--- config.mk ---
export PLATFORM = sky130hd
export DESIGN_NAME = traffic_countdown_timer
export DESIGN_NICKNAME = d
export VERILOG_FILES = /design/src/rtl/traffic_pkg.sv /design/src/rtl/bin2bcd_reg.sv /design/src/rtl/traffic_countdown_timer.sv
export SDC_FILE = /design/constraint.sdc
export NUM_CORES = 1
export LEC_CHECK = 0
export ABC_CLOCK_PERIOD_IN_PS = 2200
export CAP_MARGIN = 20
export CORE_MARGIN = 3
export CORE_UTILIZATION = 36
export DETAILED_ROUTE_END_ITERATION = 6
export PLACE_DENSITY = 0.72
export SETUP_SLACK_MARGIN = 0.2
export SLEW_MARGIN = 20
export SYNTH_ARGS = -nofsm -noshare
export SYNTH_HDL_FRONTEND = slang
export SYNTH_SLANG_ARGS = --single-unit
--- constraint.sdc ---
create_clock -name clk -period 2.2 [get_ports clk]
set_input_delay 0.33 -clock clk [delete_from_list [all_inputs] [get_ports clk]]
set_output_delay 0.33 -clock clk [all_outputs]
set_load 0.005 [all_outputs]
--- src/rtl/traffic_pkg.sv ---
// Shared constants and load-source encoding for the traffic light countdown path.
package traffic_pkg;

   localparam int unsigned CNT_W     = 7;
   localparam int unsigned FIVE_DEF  = 5;
   localparam int unsigned EIGHT_DEF = 8;
   localparam int unsigned MAX_DEF   = 99;

   // Load sources in descending priority order (SRC_NONE = no load this cycle).
   typedef enum logic [2:0] {
      SRC_NONE,
      SRC_INIT,
      SRC_SAVE,
      SRC_RED,
      SRC_YELLOW,
      SRC_GREEN,
      SRC_EIGHT,
      SRC_FIVE
   } load_src_t;

   // Clamp a loaded duration into [1, max_v]; a zero load would skip a phase.
   function automatic logic [CNT_W-1:0] clamp_load(input logic [CNT_W-1:0] v,
                                                   input logic [CNT_W-1:0] max_v);
      logic [CNT_W-1:0] r;
      if (v == '0)
         r = CNT_W'(1);
      else if (v > max_v)
         r = max_v;
      else
         r = v;
      return r;
   endfunction

endpackage

--- src/rtl/bin2bcd_reg.sv ---
// Registered 7-bit binary to two-digit BCD conversion for the display.
module bin2bcd_reg
   import traffic_pkg::*;
(
   input  logic             clk,
   input  logic             rst,
   input  logic [CNT_W-1:0] bin,
   output logic [3:0]       tens,
   output logic [3:0]       ones
);

   // Split the value into decimal digits, one cycle behind the input.
   always_ff @(posedge clk) begin
      if (rst) begin
         tens <= '0;
         ones <= '0;
      end else begin
         tens <= 4'(bin / CNT_W'(10));
         ones <= 4'(bin % CNT_W'(10));
      end
   end

endmodule

--- src/rtl/traffic_countdown_timer.sv ---
// Seconds countdown for the traffic light controller: strobe-driven reloads,
// prescaled 1 s decrement, pause hold, BCD digits and an expiry pulse.
module traffic_countdown_timer
   import traffic_pkg::*;
#(
   parameter int unsigned CLK_DIV   = 100_000_000,
   parameter int unsigned DIV_W     = 27,
   parameter int unsigned FIVE_VAL  = FIVE_DEF,
   parameter int unsigned EIGHT_VAL = EIGHT_DEF,
   parameter int unsigned MAX_VAL   = MAX_DEF
) (
   input  logic             clk,
   input  logic             rst,
   input  logic             pause_r,
   input  logic             green_s,
   input  logic             yellow_s,
   input  logic             red_s,
   input  logic             five_time,
   input  logic             eight_time,
   input  logic             save_s,
   input  logic             init_s,
   input  logic [CNT_W-1:0] green_time,
   input  logic [CNT_W-1:0] yellow_time,
   input  logic [CNT_W-1:0] red_time,
   input  logic [CNT_W-1:0] p_rest_time,
   output logic [CNT_W-1:0] rest_time,
   output logic [3:0]       tens,
   output logic [3:0]       ones,
   output logic             expired
);

   load_src_t        load_src;
   logic [CNT_W-1:0] raw_val;
   logic [CNT_W-1:0] load_val;
   logic             load_en;
   logic [DIV_W-1:0] presc;
   logic             tick;

   // Pick the highest-priority strobe and its raw load value.
   always_comb begin
      load_src = SRC_NONE;
      raw_val  = '0;
      if (init_s) begin
         load_src = SRC_INIT;
      end else if (save_s) begin
         load_src = SRC_SAVE;
         raw_val  = p_rest_time;
      end else if (red_s) begin
         load_src = SRC_RED;
         raw_val  = red_time;
      end else if (yellow_s) begin
         load_src = SRC_YELLOW;
         raw_val  = yellow_time;
      end else if (green_s) begin
         load_src = SRC_GREEN;
         raw_val  = green_time;
      end else if (eight_time) begin
         load_src = SRC_EIGHT;
         raw_val  = CNT_W'(EIGHT_VAL);
      end else if (five_time) begin
         load_src = SRC_FIVE;
         raw_val  = CNT_W'(FIVE_VAL);
      end
   end

   assign load_en  = (load_src != SRC_NONE);
   assign load_val = (load_src == SRC_INIT) ? '0 : clamp_load(raw_val, CNT_W'(MAX_VAL));
   assign tick     = !pause_r && (presc == DIV_W'(CLK_DIV - 1));

   // Count state: loads win over ticks, pause freezes prescaler and count.
   always_ff @(posedge clk) begin
      if (rst) begin
         rest_time <= '0;
         presc     <= '0;
         expired   <= 1'b0;
      end else if (load_en) begin
         rest_time <= load_val;
         presc     <= '0;
         expired   <= 1'b0;
      end else if (!pause_r) begin
         if (tick)
            presc <= '0;
         else
            presc <= presc + DIV_W'(1);
         if (tick && rest_time != '0)
            rest_time <= rest_time - CNT_W'(1);
         expired <= tick && (rest_time == CNT_W'(1));
      end else begin
         expired <= 1'b0;
      end
   end

   bin2bcd_reg u_bcd (
      .clk  (clk),
      .rst  (rst),
      .bin  (rest_time),
      .tens (tens),
      .ones (ones)
   );

endmodule

; Word-level counts from Yosys, hierarchy flattened
; Index checks and enable logic that the tools add are counted.
[op_classes]
n_eq_ne = 4
n_reduce_logical = 11
div_mod_pow = 2
add_sub_neg = 2
n_mux = 21
n_lt_le_gt_ge = 1
[op_table]
columns = op, count
row1 = 7-bit 2-to-1 mux, 11
row2 = "27-bit by 1-bit adder with 27-bit output, second input constant", 1
row3 = "27-bit == test, second input constant", 1
row4 = 27-bit 2-to-1 mux, 1
row5 = 3-bit 2-to-1 mux, 8
row6 = "7-bit by 4-bit divider with 7-bit output, second input constant", 1
row7 = "7-bit by 1-bit == test with 1-bit output, second input constant", 1
row8 = "7-bit greater-than comparator, second input constant", 1
row9 = 7-bit zero test, 1
row10 = "7-bit by 4-bit remainder unit with 7-bit output, second input constant", 1
row11 = 7-bit nonzero test, 1
row12 = "7-bit by 1-bit subtractor with 7-bit output, second input constant", 1
row13 = 4-bit 2-to-1 mux, 1
row14 = "3-bit by 1-bit == test with 1-bit output, second input constant", 1
row15 = 1-bit logical AND, 3
row16 = 3-bit nonzero test, 1
row17 = 3-bit OR reduction, 1
row18 = "2-bit by 1-bit inequality test with 1-bit output, second input constant", 1
row19 = 2-bit AND reduction, 1
row20 = 2-bit nonzero test, 1
row21 = 2-bit OR reduction, 1
row22 = 1-bit zero test, 1
[totals]
out_inout_bits = 16
input_bits = 38
word_cells = 46
regBits = 43

; Logic depth before layout (Yosys ltp)
; Gate-level depths: netlist (run 1).
[depth]
word_depth = 12
ltp_mapped = 9

; Cells and area by module
; From an unflattened synthesis (run 1), not the netlist that was laid out.
[hier_totals]
cells_unflattened = 346
hier_area_um2 = 2748.9
[modules_own_cells]
columns = module, seq_area_each_um2, area_each_um2, cells_each, instances
row1 = traffic_countdown_timer, 700.7, 2006.9, 248, 1
row2 = bin2bcd_reg, 160.2, 742.0, 98, 1

; Least setup slack after synthesis (run 1)
; No wires, ideal clock.
[synth_path]
kind = reg2reg
startpoint = reg rest_time[6]
endpoint = reg u_bcd.ones[1]
period_less_slack_ps = 2264
setup_slack_ps = -64
t_arrival_ps = 2144
stages_incl_launch_ff = 10
setup_ps = 121
path_cell_list = dfxtp_1 buf_2 or4b_2 o311ai_0 a222oi_1 ha_1 inv_1 a21oi_1 nand2_1 mux2_2
[synth_between]
elab_chain_cells = 1
[synth_rtl]
columns = item, line_no
row1 = "start, declared", traffic_countdown_timer.sv:26  ; output logic [CNT_W-1:0] rest_time,
row2 = "start signal, assigned", traffic_countdown_timer.sv:77  ; rest_time <= load_val;
row3 = "start signal, assigned", traffic_countdown_timer.sv:86  ; rest_time <= rest_time - CNT_W'(1);
row4 = 7-bit by 4-bit remainder unit with 7-bit output, bin2bcd_reg.sv:19  ; ones <= 4'(bin % CNT_W'(10));
row5 = "end signal, assigned", bin2bcd_reg.sv:19
row6 = "end, declared", bin2bcd_reg.sv:9  ; output logic [3:0] ones
; Every way passes these cells.
; A chain may end at the register's enable or synchronous reset.

; Worst setup path in the final report (run 1)
; Ends and elaborated chain as after synthesis.

==> results of run 1 <==
==> through the flow <==
step	utilization (%)	TNS [ps]	hold WS, ps	cells
CTS	54.7	0	518	522
global placement	51.9	-2110	495	510
finish	57.6	0	436	529
detailed placement	51.9	-3140	501	510
global route	57.6	0	487	529
floorplan	-	0	466	326
==> routing by layer <==
layer	routed length [um]	up-vias	share of wire, %
met5	0	-	0
met4	114	0	1.6
met3	358	16	5.1
met2	3450	89	49
met1	3080	1288	44
li1	-	1396	-
==> cell families after synthesis <==
logic type                 Yosys count
adders and majority gates            6
buffers and inverters               28
muxes                                3
and+or+nand+nor                    147
xor gates and xnor gates            26
DFF                                 43
AOI/OAI and AO/OA                   73
==> cell usage in the layout, fill, tap and decap left out, types with 4 or more instances in the layout <==
cell,n
a21oi_1,21
xnor2_1,13
dfxtp_4,5
nor3b_1,5
a221o_1,5
dfxtp_2,14
nand2_1,13
nor3_1,11
nand3_1,22
buf_4,60
a211oi_1,6
clkdlybuf4s50_1,48
nor2b_1,8
clkbuf_8,6
dfxtp_1,24
ha_1,4
o21ai_0,10
o22ai_1,4
and3_1,9
inv_1,12
xor2_1,13
nor2_1,43
==> power by group <==
group          total (W)  switching, W  internal [W]
logic           0.000434      0.000191      0.000243
clock network   0.000502      0.000256      0.000246
registers       0.000804     0.0000125      0.000792
==> state kept, by name, indices dropped and copies added (netlist names) <==
| signal | flops |
|---|---|
| presc | 27 |
| expired | 1 |
| rest_time | 7 |
| u_bcd.tens | 4 |
| u_bcd.ones | 4 |
==> final cells by class <==
type	instances	area [um^2]	share of cell area [%]
multi-input cells	255	1790	45.2
flip-flops and latches	43	897	22.7
repair buffers	115	1010	25.6
well taps	96	120	3.03
inverters	13	51.3	1.30
clock buffers	6	82.6	2.09
clock inverters	1	5.00	0.126
==> critical path: stages, from the launching register on <==
cell and delay, ps:
dfxtp_4 370, or4b_4 530, o311ai_4 70, a222oi_1 130
buf_4 160, ha_4 170, inv_4 70, a21oi_4 50
nand2_2 80, mux2_4 290
==> repair_timing <==
item                       in CTS  in global routing
resized for setup              19                 43
pin swaps                       8                 14
setup endpoints to repair       9                 21
setup buffers                   5                  7
==> worst paths after layout <==
path,from,to,cells after the start
max reg2reg,rest_time[6],u_bcd.ones[1],9
min,pause_r,presc[0],4
max,rest_time[6],u_bcd.ones[1],9
min reg2reg,presc[1],presc[1],2
==> metrics.yaml, run 1 <==
detailed_routing:
  ant_nets: 0
  wl_per_cell_um: 13.2
  viasPerCell: 5.27
  drt_iter0_drc: 126
  vias: 2789
  firstDrtPassIters: 4
  drc_errors: 0
  routed_wl_mm: 7.00
logic_synthesis:
  yosys.area_share.adder_pct: 2.92
  async_flop_share_pct: 0
  postSynthAreaPerCell_um2: 7.88
  ys.flop_type: "dfxtp_1"
  synth_top_area_share_pct: 33.5
  syn_nets: 370
  synth-compound-area-share_pct: 19.1
  synth_cells: 326
  synth.cell_area_mm2: 0.00257
  synth-edff-count: 0
  ys_top_cells_by_area: "dfxtp_1 33%, nor2_1 6.4%, nand3_1 4.9%"
  synth_mux_area_share_pct: 1.22
  synth_common_cells: "44 x nor2_1, 43 x dfxtp_1, 25 x nand3_1"
  synth_top_cell_by_area: "dfxtp_1"
  synth_top_family_by_area: "simple AND/OR/NAND/NOR gates"
  ys_types: 54
  ys_seq_elements: 43
  synth_xor_area_share_pct: 8.86
  yosysMostFrequentCell: "nor2_1"
  synth-simple-area-share_pct: 29.9
  ys_seq_area_share_pct: 33.5
  yosys_warnings: 0
grt:
  grtUsageTotal_pct: 16.5
  grt_pass1_wl_mm: 11.6
  grt_pass1_vias: 2661
  grt.overflow.total: 0
  grt_use_met1_pct: 20.3
  top_usage_layer: "met2"
  gr-usage-met3_pct: 3.25
  grtUsageMet2_pct: 28.8
  antenna_found_initial: 0
  grt_max_degree: 25
placed_design:
  numPortBuffers: 53
  dp_hpwl_mm: 5.23
  gp_routability_congestion: 0.915
  place_ws_ps: -263
  placed_cell_area_mm2: 0.00357
cts:
  numCtsBuffers: 5
  insertion_delay_ps: 290
  clock_sinks: 43
  clkTransAtPathRegs_ps: 80
  postCtsHoldBufs: 0
  clk_path_buf_depth: 2
  cts_root_buf: "clkbuf_8"
  cts_tree: "built"
  h-tree-depth: 2
cells_and_area:
  antennaDiodeCount: 0
  num-fill-cells: 596
  syn_to_final_growth_pct: 54.0
  drive_gt1_share_pct: 28.6
  fin_nets: 477
  post-route-cell-area_mm2: 0.00396
timing:
  setup_violations: 0
  fin_crit_sh_pct: 92.3
  rsz0062_at_grt: "true"
  hold_viol: 0
  setup_ws_ps: 169
  skew_ps: 9.33
  tightest_slew_ps: 492
  period_minus_slack_ps: 2030
  maxSlewViolCount: 0
  slew_headroom_pct: 66.9
  max_freq_mhz: 492
pwr:
  totalPowerFinal_w: 0.00174
  vdd_drop_max_v: 0.000207
  p_leak_nw: 1.45
  p_per_area_mw_per_mm2: 440
critical_path:
  crit_required_ps: 2380
  worstSetupPathType: "reg -> reg"
  regToRegSetupSlack_ps: 170
  crit_arrival_ps: 2210
  cp-start-kind: "flip-flop"
  cp_max_fo: 6
  setup.worst_path.end_class: "flip-flop"
die:
  die_width_um: 90.5
  start_util_pct: 37.4
  ioPinCount: 54
  die_h_um: 90.5
  die_area_mm2: 0.00819
  coreArea_mm2: 0.00687
  placementRows: 30
hold_path:
  hold_path.class: "in -> reg"
run_status:
  run_status: "finished, final reports clean"
job:
  maxCapViolCount: 0
(Power assumes the default switching activity.)
==> run 2, diff against run 1 <==
- CELL_PAD_IN_SITES_DETAIL_PLACEMENT: unset -> 1
- CELL_PAD_IN_SITES_GLOBAL_PLACEMENT: unset -> 1
- CORE_UTILIZATION: 36 -> 34
- PLACE_DENSITY: 0.72 -> 0.87
==> run 2 against run 1 <==
  * The flow now finishes with violations (setup timing)
  * Largest power group unchanged
  * Final area up 3.1%
  * Critical endpoint is now rest_time[5]
  * Clock skew up 7.9 ps
  * Hold slack better by 25 ps
  * Die area up 5.5%
  * Sequential share of layout area down 0.46 points
  * Routed wire length up 58%
  * Via count up 9.3%
  * Power up 7.2%
  * Sequential cell count unchanged
  * Non-clock buffer count up 3
  * First-iteration DRC count up 31%
==> metrics.yaml, run 2 (synthesis results as in run 1) <==
grt:
  grt_max_degree: 20  # was 25
  grt_pass1_vias: 3214  # was 2,661
  antenna_found_initial: 0  # unchanged
  top_usage_layer: "met2"  # unchanged
  grt_pass1_wl_mm: 16.0  # was 11.6 mm
  grtUsageTotal_pct: 23.2  # was 16.5%
  grt.overflow.total: 0  # unchanged
  grtUsageMet2_pct: 43.5  # was 28.8%
  grt_use_met1_pct: 25.9  # was 20.3%
  gr-usage-met3_pct: 3.82  # was 3.25%
cts:
  cts_root_buf: "clkbuf_8"  # unchanged
  insertion_delay_ps: 320  # was 290 ps
  clk_path_buf_depth: 2  # unchanged
  postCtsHoldBufs: 0  # unchanged
  numCtsBuffers: 5  # unchanged
  clock_sinks: 43  # unchanged
  clkTransAtPathRegs_ps: 90  # was 80 ps
  h-tree-depth: 2  # unchanged
  cts_tree: "built"  # unchanged
timing:
  rsz0062_at_grt: "true"  # unchanged
  tns_ps: -25.1  # was 0 ps
  setup_violations: 1  # was 0
  timing.hold.ws_ps: 461  # was 436 ps
  maxSlewViolCount: 0  # unchanged
  tightest_slew_ps: 596  # was 492 ps
  hold_viol: 0  # unchanged
  fin_crit_sh_pct: 101  # was 92.3%
  period_minus_slack_ps: 2230  # was 2030 ps
  max_freq_mhz: 449  # was 492 MHz
  skew_ps: 17.2  # was 9.33 ps
  setup_ws_ps: -25.1  # was 169 ps
  slew_headroom_pct: 59.9  # was 66.9%
die:
  die_area_mm2: 0.00864  # was 0.00819 mm^2
  start_util_pct: 35.2  # was 37.4%
  placementRows: 31  # was 30
  die_h_um: 92.9  # was 90.5 um
  ioPinCount: 54  # unchanged
  coreArea_mm2: 0.00729  # was 0.00687 mm^2
  die_width_um: 92.9  # was 90.5 um
critical_path:
  crit_arrival_ps: 2450  # was 2210 ps
  regToRegEndpoint: "rest_time[5]"  # was u_bcd.ones[1]
  crit_required_ps: 2420  # was 2380 ps
  cp-start-kind: "input pin"  # was flip-flop
  regToRegSetupSlack_ps: 60  # was 170 ps
  reg2reg_from: "presc[3]"  # was rest_time[6]
  cp_max_fo: 3  # was 6
  cp-startpoint: "five_time"  # was rest_time[6]
  setup.worst_path.end_class: "flip-flop"  # unchanged
  reg2reg_depth: 6  # was 9
  cp-endpoint: "rest_time[5]"  # was u_bcd.ones[1]
  worstSetupPathType: "in -> reg"  # was reg -> reg
placed_design:
  gp_routability_congestion: 0.865  # was 0.915
  dp_hpwl_mm: 6.18  # was 5.23 mm
  place_ws_ps: -218  # was -263 ps
  numPortBuffers: 53  # unchanged
  placed_cell_area_mm2: 0.00355  # was 0.00357 mm^2
detailed_routing:
  wl_per_cell_um: 20.7  # was 13.2 um
  routed_wl_mm: 11.1  # was 7.00 mm
  drc_errors: 0  # unchanged
  drt_iter0_drc: 165  # was 126
  firstDrtPassIters: 5  # was 4
  viasPerCell: 5.69  # was 5.27
  vias: 3048  # was 2,789
  ant_nets: 0  # unchanged
cells_and_area:
  final_common_cell: "buf_4"  # unchanged
  largest_reg_flops: 27  # unchanged
  fin_nets: 480  # was 477
  antennaDiodeCount: 0  # unchanged
  post-route-cell-area_mm2: 0.00408  # was 0.00396 mm^2
  largest_register: "presc"  # unchanged
  drive_gt1_share_pct: 32.0  # was 28.6%
  top_regs: "presc: 27 flops, rest_time: 7 flops"  # unchanged
  num-fill-cells: 867  # was 596
  syn_to_final_growth_pct: 58.8  # was 54.0%
  final_cell_mix: "62 x buf_4, 48 x clkdlybuf4s50_1, 42 x nor2_1, 23 x dfxtp_1, 21 x nand3_1"  # was 60 x buf_4, 48 x clkdlybuf4s50_1, 43 x nor2_1, 24 x dfxtp_1, 22 x nand3_1
  regArea_um2: 906  # was 897 um^2
  multi_input_area_mm2: 0.00186  # was 0.00179 mm^2
pwr:
  vdd_drop_max_v: 0.000244  # was 0.000207 V
  p_per_area_mw_per_mm2: 457  # was 440 mW/mm^2
  power.internal_w: 0.00127  # was 0.00128 W
  p_leak_nw: 1.50  # was 1.45 nW
  p_sw_share_pct: 31.8  # was 26.4%
  p_switching_w: 0.000594  # was 0.000460 W
  power_frac_seq_pct: 43.2  # was 46.2%
  power_frac_clock_pct: 30.2  # was 28.9%
  comb_power_share_pct: 26.6  # was 24.9%
hold_path:
  holdCritStartpoint: "pause_r"  # unchanged
  hold_path.class: "in -> reg"  # unchanged
job:
  maxCapViolCount: 0  # unchanged
run_status:
  violations: "setup timing"
  run_status: "finished, violations left"  # was finished, final reports clean
run 2: cell types whose count changed in the layout (fill, tap and decap cells not counted), sizes merged:
| cell | before | now |
|---|---|---|
| dlymetal6s2s | 2 | 3 |
| dlygate4sd2 | 3 | 2 |
| clkbuf | 6 | 5 |
| inv | 13 | 14 |
| clkinv | 1 | 0 |
| buf | 62 | 65 |
| clkinvlp | 0 | 2 |
run 2: worst min-delay path by stage:
stage,to,slack [ps],depth (start not counted)
after floorplan,presc[1],470,2
after global routing,presc[1],460,4
after global placement,presc[26],500,2
after CTS,presc[1],530,2
after detailed placement,presc[26],520,2
final,presc[1],460,4
run 2: stage by stage:
step	total power (W)	util, %	instances
3_3_place_gp	0.00120	48.6	510
6_report	0.00187	56.0	536
3_5_place_dp	0.00121	48.6	510
5_1_grt	0.00193	56.0	536
2_1_floorplan	0.00101	-	326
4_1_cts	0.00181	52.9	531
run 2: repair_timing:
| item | 4_1_cts | 5_1_grt |
|---|---|---|
| resized for setup | 31 | 49 |
| setup endpoints to repair | 11 | 36 |
| pin swaps | 11 | 15 |
| setup buffers | 13 | 5 |
| hold endpoints to repair | 0 | 0 |
| cloned | 0 | 0 |
run 2: layer usage:
metal  routed length (um)  vias up
li1                     -     1393
met1                 4430     1497
met4                  498        0
met2                 5670      114
met3                  497       44
met5                    0        -
run 2: power by group through the flow:
stage,logic (W),clock network (W),registers [W]
CTS,0.000443,0.000559,0.000808
global route,0.000522,0.000605,0.000807
finish,0.000496,0.000564,0.000806
detailed placement,0.000381,0,0.000832
floorplan,0.000186,0,0.000828
global placement,0.000367,0,0.000831
run 2: area by class of cell:
cell class	instances	area share [%]
flip-flops and latches	43	22.2
repair buffers	118	25.6
inverters	13	1.26
clock inverters	3	0.583
multi-input cells	255	45.7
clock buffers	5	1.69
well taps	99	3.04
run 2: worst max-delay path: stages:
cell and delay (ps):
clkdlybuf4s50_1 450, nor4_2 280, buf_4 160, nand2_1 60, or2_0 280, nor4_1 400, o22ai_1 220, a211oi_2 260
